File: config.mk
export PLATFORM = sky130hd
export DESIGN_NAME = adc_unmerge
export DESIGN_NICKNAME = d
export VERILOG_FILES = /design/src/rtl/adc_unmerge_pkg.sv /design/src/rtl/adc_unmerge_buf.sv /design/src/rtl/adc_unmerge.sv
export SDC_FILE = /design/constraint.sdc
export NUM_CORES = 1
export LEC_CHECK = 0
export BUFFER_PORTS_ARGS = -buffer_cell sky130_fd_sc_hd__clkbuf_2
export CAP_MARGIN = 20
export CORE_MARGIN = 2
export CORE_UTILIZATION = 40
export CTS_CLUSTER_DIAMETER = 50
export DETAILED_ROUTE_END_ITERATION = 16
export SETUP_SLACK_MARGIN = 0.02
export SYNTH_ARGS = -nofsm -noshare
export SYNTH_HDL_FRONTEND = slang
export SYNTH_SLANG_ARGS = --single-unit
File: constraint.sdc
create_clock -name clk250 -period 7.33 [get_ports clk250]
set_input_delay 1.0995 -clock clk250 [delete_from_list [all_inputs] [get_ports clk250]]
set_output_delay 1.0995 -clock clk250 [all_outputs]
set_load 0.02 [all_outputs]
File: src/rtl/adc_unmerge_pkg.sv
// Shared constants and types for the merged-word to sample serialiser.
package adc_unmerge_pkg;

  localparam int ADC0_0 = 14;
  localparam int ADC0_1 = 56;
  localparam int SMP_N  = ADC0_1 / ADC0_0;
  localparam int FRM0_0 = 16;
  localparam int SCNT_W = 3;

  typedef logic [ADC0_0-1:0] smp_t;
  typedef logic [ADC0_1-1:0] word_t;
  typedef logic [FRM0_0-1:0] frm_t;
  typedef logic [SCNT_W-1:0] scnt_t;

  typedef enum logic {
    IDLE = 1'b0,
    RUN  = 1'b1
  } fsm_state_e;

  function automatic frm_t sat_inc(input frm_t v);
    return (v == '1) ? v : v + 1'b1;
  endfunction

endpackage

File: src/rtl/adc_unmerge_buf.sv
// One-word hold buffer feeding a sample shift register; owns the load/shift
// decisions so the top only sees emit/load strobes.
module adc_unmerge_buf
  import adc_unmerge_pkg::*;
(
  input  logic  clk250,
  input  logic  rst,
  input  word_t merge_data,
  input  logic  mereg_datv,
  output logic  merge_rdy,
  input  logic  run_i,
  input  logic  words_left_i,
  input  logic  flush_i,
  output logic  emit_o,
  output logic  load_o,
  output logic  last_smp_o,
  output logic  s_empty_o,
  output logic  h_full_o,
  output smp_t  smp_o
);

  logic  h_full_q, h_full_d;
  word_t h_word_q, h_word_d;
  word_t s_word_q, s_word_d;
  scnt_t s_cnt_q, s_cnt_d;
  logic  accept;

  assign merge_rdy  = ~h_full_q;
  assign h_full_o   = h_full_q;
  assign s_empty_o  = (s_cnt_q == 3'd0);
  assign last_smp_o = (s_cnt_q == 3'd1);
  assign smp_o      = s_word_q[ADC0_0-1:0];

  always_comb begin
    accept   = ~h_full_q & mereg_datv;
    emit_o   = run_i & ~flush_i & (s_cnt_q != 3'd0);
    // s_cnt==1 always emits in RUN, so the refill can overlap the final shift
    load_o   = run_i & ~flush_i & h_full_q & words_left_i & (s_cnt_q <= 3'd1);
    h_full_d = h_full_q;
    h_word_d = h_word_q;
    s_word_d = s_word_q;
    s_cnt_d  = s_cnt_q;
    if (flush_i) begin
      h_full_d = 1'b0;
      s_cnt_d  = 3'd0;
    end else begin
      if (emit_o) begin
        s_word_d = s_word_q >> ADC0_0;
        s_cnt_d  = s_cnt_q - 3'd1;
      end
      if (load_o) begin
        s_word_d = h_word_q;
        s_cnt_d  = SCNT_W'(SMP_N);
      end
      if (accept) begin
        h_word_d = merge_data;
        h_full_d = 1'b1;
      end else if (load_o) begin
        h_full_d = 1'b0;
      end
    end
  end

  always_ff @(posedge clk250 or posedge rst) begin
    if (rst) begin
      h_full_q <= 1'b0;
      h_word_q <= '0;
      s_word_q <= '0;
      s_cnt_q  <= 3'd0;
    end else begin
      h_full_q <= h_full_d;
      h_word_q <= h_word_d;
      s_word_q <= s_word_d;
      s_cnt_q  <= s_cnt_d;
    end
  end

endmodule

File: src/rtl/adc_unmerge.sv
// Replays merged 4-sample words as one sample per clk250, framed by a word count.
//   state | meaning
//   IDLE  | waiting for frm_start; one word may be prefetched into the hold buffer
//   RUN   | frame active; loading words, emitting samples, counting underflow
module adc_unmerge
  import adc_unmerge_pkg::*;
(
  input  logic              clk250,
  input  logic              rst,
  input  logic [ADC0_1-1:0] merge_data,
  input  logic              mereg_datv,
  output logic              merge_rdy,
  input  logic [FRM0_0-1:0] frm_len,
  input  logic              frm_start,
  input  logic              frm_abort,
  output logic [ADC0_0-1:0] adc_data,
  output logic              adc_datv,
  output logic              adc_last,
  output logic              frm_busy,
  output logic [FRM0_0-1:0] undr_cnt
);

  fsm_state_e state_q, state_d;
  frm_t       w_left_q, w_left_d;
  frm_t       undr_q, undr_d;
  smp_t       adc_data_q, adc_data_d;
  logic       adc_datv_q, adc_datv_d;
  logic       adc_last_q, adc_last_d;
  logic       frm_busy_q, frm_busy_d;

  logic emit, load, last_smp, s_empty, h_full, frame_end;
  smp_t smp;

  adc_unmerge_buf u_buf (
    .clk250       (clk250),
    .rst          (rst),
    .merge_data   (merge_data),
    .mereg_datv   (mereg_datv),
    .merge_rdy    (merge_rdy),
    .run_i        (state_q == RUN),
    .words_left_i (w_left_q != '0),
    .flush_i      (frm_abort),
    .emit_o       (emit),
    .load_o       (load),
    .last_smp_o   (last_smp),
    .s_empty_o    (s_empty),
    .h_full_o     (h_full),
    .smp_o        (smp)
  );

  assign adc_data = adc_data_q;
  assign adc_datv = adc_datv_q;
  assign adc_last = adc_last_q;
  assign frm_busy = frm_busy_q;
  assign undr_cnt = undr_q;

  always_comb begin
    state_d    = state_q;
    w_left_d   = w_left_q;
    undr_d     = undr_q;
    adc_data_d = adc_data_q;
    adc_datv_d = 1'b0;
    adc_last_d = 1'b0;
    frm_busy_d = frm_busy_q;
    frame_end  = emit & last_smp & (w_left_q == '0);
    if (frm_abort) begin
      state_d    = IDLE;
      w_left_d   = '0;
      frm_busy_d = 1'b0;
    end else begin
      case (state_q)
        IDLE: begin
          if (frm_start && (frm_len != '0)) begin
            state_d    = RUN;
            w_left_d   = frm_len;
            undr_d     = '0;
            frm_busy_d = 1'b1;
          end
        end
        RUN: begin
          if (load) w_left_d = w_left_q - 1'b1;
          if (emit) begin
            adc_data_d = smp;
            adc_datv_d = 1'b1;
            adc_last_d = frame_end;
          end
          if (s_empty && !h_full && (w_left_q != '0)) undr_d = sat_inc(undr_q);
          if (frame_end) begin
            state_d    = IDLE;
            frm_busy_d = 1'b0;
          end
        end
        default: state_d = IDLE;
      endcase
    end
  end

  always_ff @(posedge clk250 or posedge rst) begin
    if (rst) begin
      state_q    <= IDLE;
      w_left_q   <= '0;
      undr_q     <= '0;
      adc_data_q <= '0;
      adc_datv_q <= 1'b0;
      adc_last_q <= 1'b0;
      frm_busy_q <= 1'b0;
    end else begin
      state_q    <= state_d;
      w_left_q   <= w_left_d;
      undr_q     <= undr_d;
      adc_data_q <= adc_data_d;
      adc_datv_q <= adc_datv_d;
      adc_last_q <= adc_last_d;
      frm_busy_q <= frm_busy_d;
    end
  end

endmodule

==> impl_metrics.py <==
metrics = {
    "status": {
        "status": "completed",
    },
    "clock_tree": {
        "cts_buffers": 17,
        "root_buffer": "clkbuf_16",
        "path_clk_slew_ns": 0.06,
        "cts-hold-fix-buffers": 0,
        "cts_tree": "done",
        "clock_latency_ns": 0.42,
        "cts.sinks": 166,
        "clock_path_buffers": 2,
        "htreeDepth": 4,
        "postCtsSetupBuffers": 0,
        "ctsResizeCount": 0,
    },
    "critical_path": {
        "crit_chain": "clkbuf_2 -> nand2b_1 -> nor3_1 -> a21boi_4 -> buf_4 -> o21ai_0",
        "max_stage_delay_ns": 0.77,
        "arrival_ns": 3.47,
        "cp-start-kind": "input port",
        "slowest_stage": "buf_4",
        "required_ns": 7.59,
        "criticalPathCategory": "input port to flip-flop",
        "crit_family": "buffers and inverters",
        "ff2ff_path_depth": 5,
        "crit_fanout": 117,
        "worst-path-stages": 6,
        "end_kind": "flip-flop",
        "cp_num_buf_inv": 2,
    },
    "timing": {
        "drv_slew": 0,
        "max_slew_margin_pct": 32.1,
        "worst_clock_skew_ns": 0.00891,
        "setup_viol": 0,
        "totalNegativeSetupSlack_ns": 0,
        "period_minus_slack_ns": 3.21,
        "hold_viol": 0,
        "worst_pin_slew_ns": 1.02,
        "max_freq_ghz": 0.312,
        "rsz0062_at_grt": "false",
        "post-route-period-util_pct": 43.8,
    },
    "grt": {
        "grt_util_met1_pct": 24.9,
        "grtUsageMet2_pct": 28.0,
        "use_met3_pct": 3.36,
        "grt_pass1_vias": 5413,
        "gr-total-overflow": 0,
        "antenna_found_initial": 0,
        "grt_pass1_wl_um": 28000,
        "grt_usage_pct": 17.9,
        "grt_max_degree": 118,
        "busiest_layer": "met2",
    },
    "power": {
        "power_leakage_nw": 4.01,
        "p_clk_share_pct": 32.9,
        "sequentialPowerShare_pct": 49.7,
        "power.density_nw_per_um2": 303,
        "ir_drop_mv": 0.191,
        "p_int_mw": 1.88,
        "power_frac_comb_pct": 17.4,
        "p_sw_uw": 788,
        "p_total_mw": 2.66,
        "swShare_pct": 29.6,
    },
    "layout": {
        "design_area_sq_um": 8790,
        "drive_gt1_share_pct": 26.3,
        "fin_nets": 883,
        "finalNonFillerCells": 1047,
        "diodes": 0,
        "syn2layout_area_growth_pct": 16.7,
    },
    "routing": {
        "drt_iter0_drc": 400,
        "ant_nets": 0,
        "drc_errors": 0,
        "post_drt_wl_per_cell_um": 16.3,
        "first_pass_iters": 5,
        "wl_um": 17100,
        "post_drt_via_cell_ratio": 5.33,
        "vias": 5584,
    },
    "synth": {
        "synth_edf_count": 0,
        "ys_seq_area_share_pct": 55.1,
        "syn-num-nets": 792,
        "yosysUniqueCellTypes": 55,
        "ys_async_sr_fraction_pct": 100,
        "synthAdderAreaFrac_pct": 0.831,
        "synth_simple_gate_area_share_pct": 15.0,
        "netlist_area_sq_um": 7530,
        "synth_common_cells": "dfrtp_1, nand2_1, o21ai_0",
        "synth_area_leader_cell": "dfrtp_1",
        "yosys.cell_count.top_type": "dfrtp_1",
        "synth-compound-area-share_pct": 10.9,
        "avgSynthCellArea_sq_um": 10.6,
        "synthCells": 710,
        "synth.area.top_cells": "dfrtp_1, mux2_2, nand2_1, mux2i_1, o21ai_0",
        "yosysWarnings": 0,
        "synthFlopType": "dfrtp_1",
        "yosys_register_bits": 166,
        "synthXorXnorAreaFrac_pct": 0.233,
        "synth_top_family_by_area": "simple AND/OR/NAND/NOR gates",
        "synth.top_cell.area_share_pct": 55.1,
        "synthMuxAreaShare_pct": 14.2,
    },
    "min_path": {
        "min_path_type": "flip-flop to flip-flop",
        "holdPathStages": 2,
    },
    "floorplanning": {
        "ios": 111,
        "coreArea_sq_um": 18600,
        "die_area_sq_um": 19900,
        "die_width_um": 141,
        "placementRows": 50,
        "start_util_pct": 40.5,
        "die_h_um": 141,
    },
    "job": {
        "cap_violations": 0,
    },
    "placed_design": {
        "dp.cells": 1016,
        "io_buffer_count": 110,
        "place.gp.congestion": 0.871,
        "dp_hpwl_um": 11700,
        "place_area_sq_um": 8220,
    },
}
## cell usage in the layout, fill, tap and decap left out, drive strengths merged, types with 12 or more instances in the layout
cell,n
dfrtp,166
nand2,132
clkbuf,131
o21ai,78
mux2,56
mux2i,44
nor2,26
inv,20
a21oi,19
nor4,13
nand3,13
or4,12
## path summary, 6_finish.rpt
path                            slack [ns]                 end               from
worst min register to register        0.47         adc_data[3]  u_buf.s_word_q[3]
min in group asynchronous             0.87  u_buf.h_word_q[46]                rst
worst max register to register        4.31  u_buf.s_word_q[36]            state_q
worst min-delay path                  0.47         adc_data[3]  u_buf.s_word_q[3]
max in group asynchronous             5.13        w_left_q[15]                rst
worst max-delay path                  4.12  u_buf.s_word_q[36]          frm_abort
## kinds of logic (layout without fill, tap and decap cells)
kind of cell	after synthesis	count (layout)
simple gates	240	240
mux	100	100
compound gates	135	135
flops	166	166
fa+ha+maj	5	5
xor+xnor	2	2
buf+inv	62	165
## state kept, by name (all words and copies together) (netlist names)
signal and cells:
state_q 1, frm_busy 1, u_buf.h_word_q 56, u_buf.s_cnt_q 3
adc_datv 1, adc_last 1, u_buf.h_full_o 1, undr_cnt 16
w_left_q 16, adc_data 14, u_buf.s_word_q 56
## power groups by stage
stage | Clock, mW | Sequential (mW) | Combinational (mW)
global placement | 0 | 1.34 | 0.455
finish | 0.877 | 1.32 | 0.464
global route | 0.933 | 1.36 | 0.525
CTS | 0.896 | 1.33 | 0.470
floorplan | 0 | 1.29 | 0.341
detailed placement | 0 | 1.34 | 0.469
## routing by layer
| metal | wire length (um) | part of all wire [%] | up-vias |
|---|---|---|---|
| met1 | 8190 | 48 | 2748 |
| met3 | 651 | 3.8 | 24 |
| li1 | - | - | 2689 |
| met4 | 326 | 1.9 | 0 |
| met5 | 0 | 0 | - |
| met2 | 7920 | 46 | 123 |
## layout make-up
type	instances	area (sq um)
clock inverter	10	120
timing repair buffer	115	588
clock buffer	21	450
sequential	166	4150
fill	1731	9790
tap	234	293
multi-input combinational	482	3110
inverter	19	76.3
## per-stage QoR
stage	util, %	worst slack (ns)	hold slack [ns]
finish	47.3	4.12	0.472
global route	47.3	3.85	0.490
detailed placement	44.3	3.69	0.460
CTS	47.3	4.15	0.477
global placement	44.3	3.82	0.456
floorplan	-	1.74	0.438
## worst register-to-register path, cell delays in order (launching register included)
cell      delay (ns)
dfrtp_1         0.73
nand2b_1        0.50
nor3_1          0.31
a21boi_4        0.23
buf_4           0.77
o21ai_0         0.31
No activity file was read; power rests on OpenSTA's default activity.
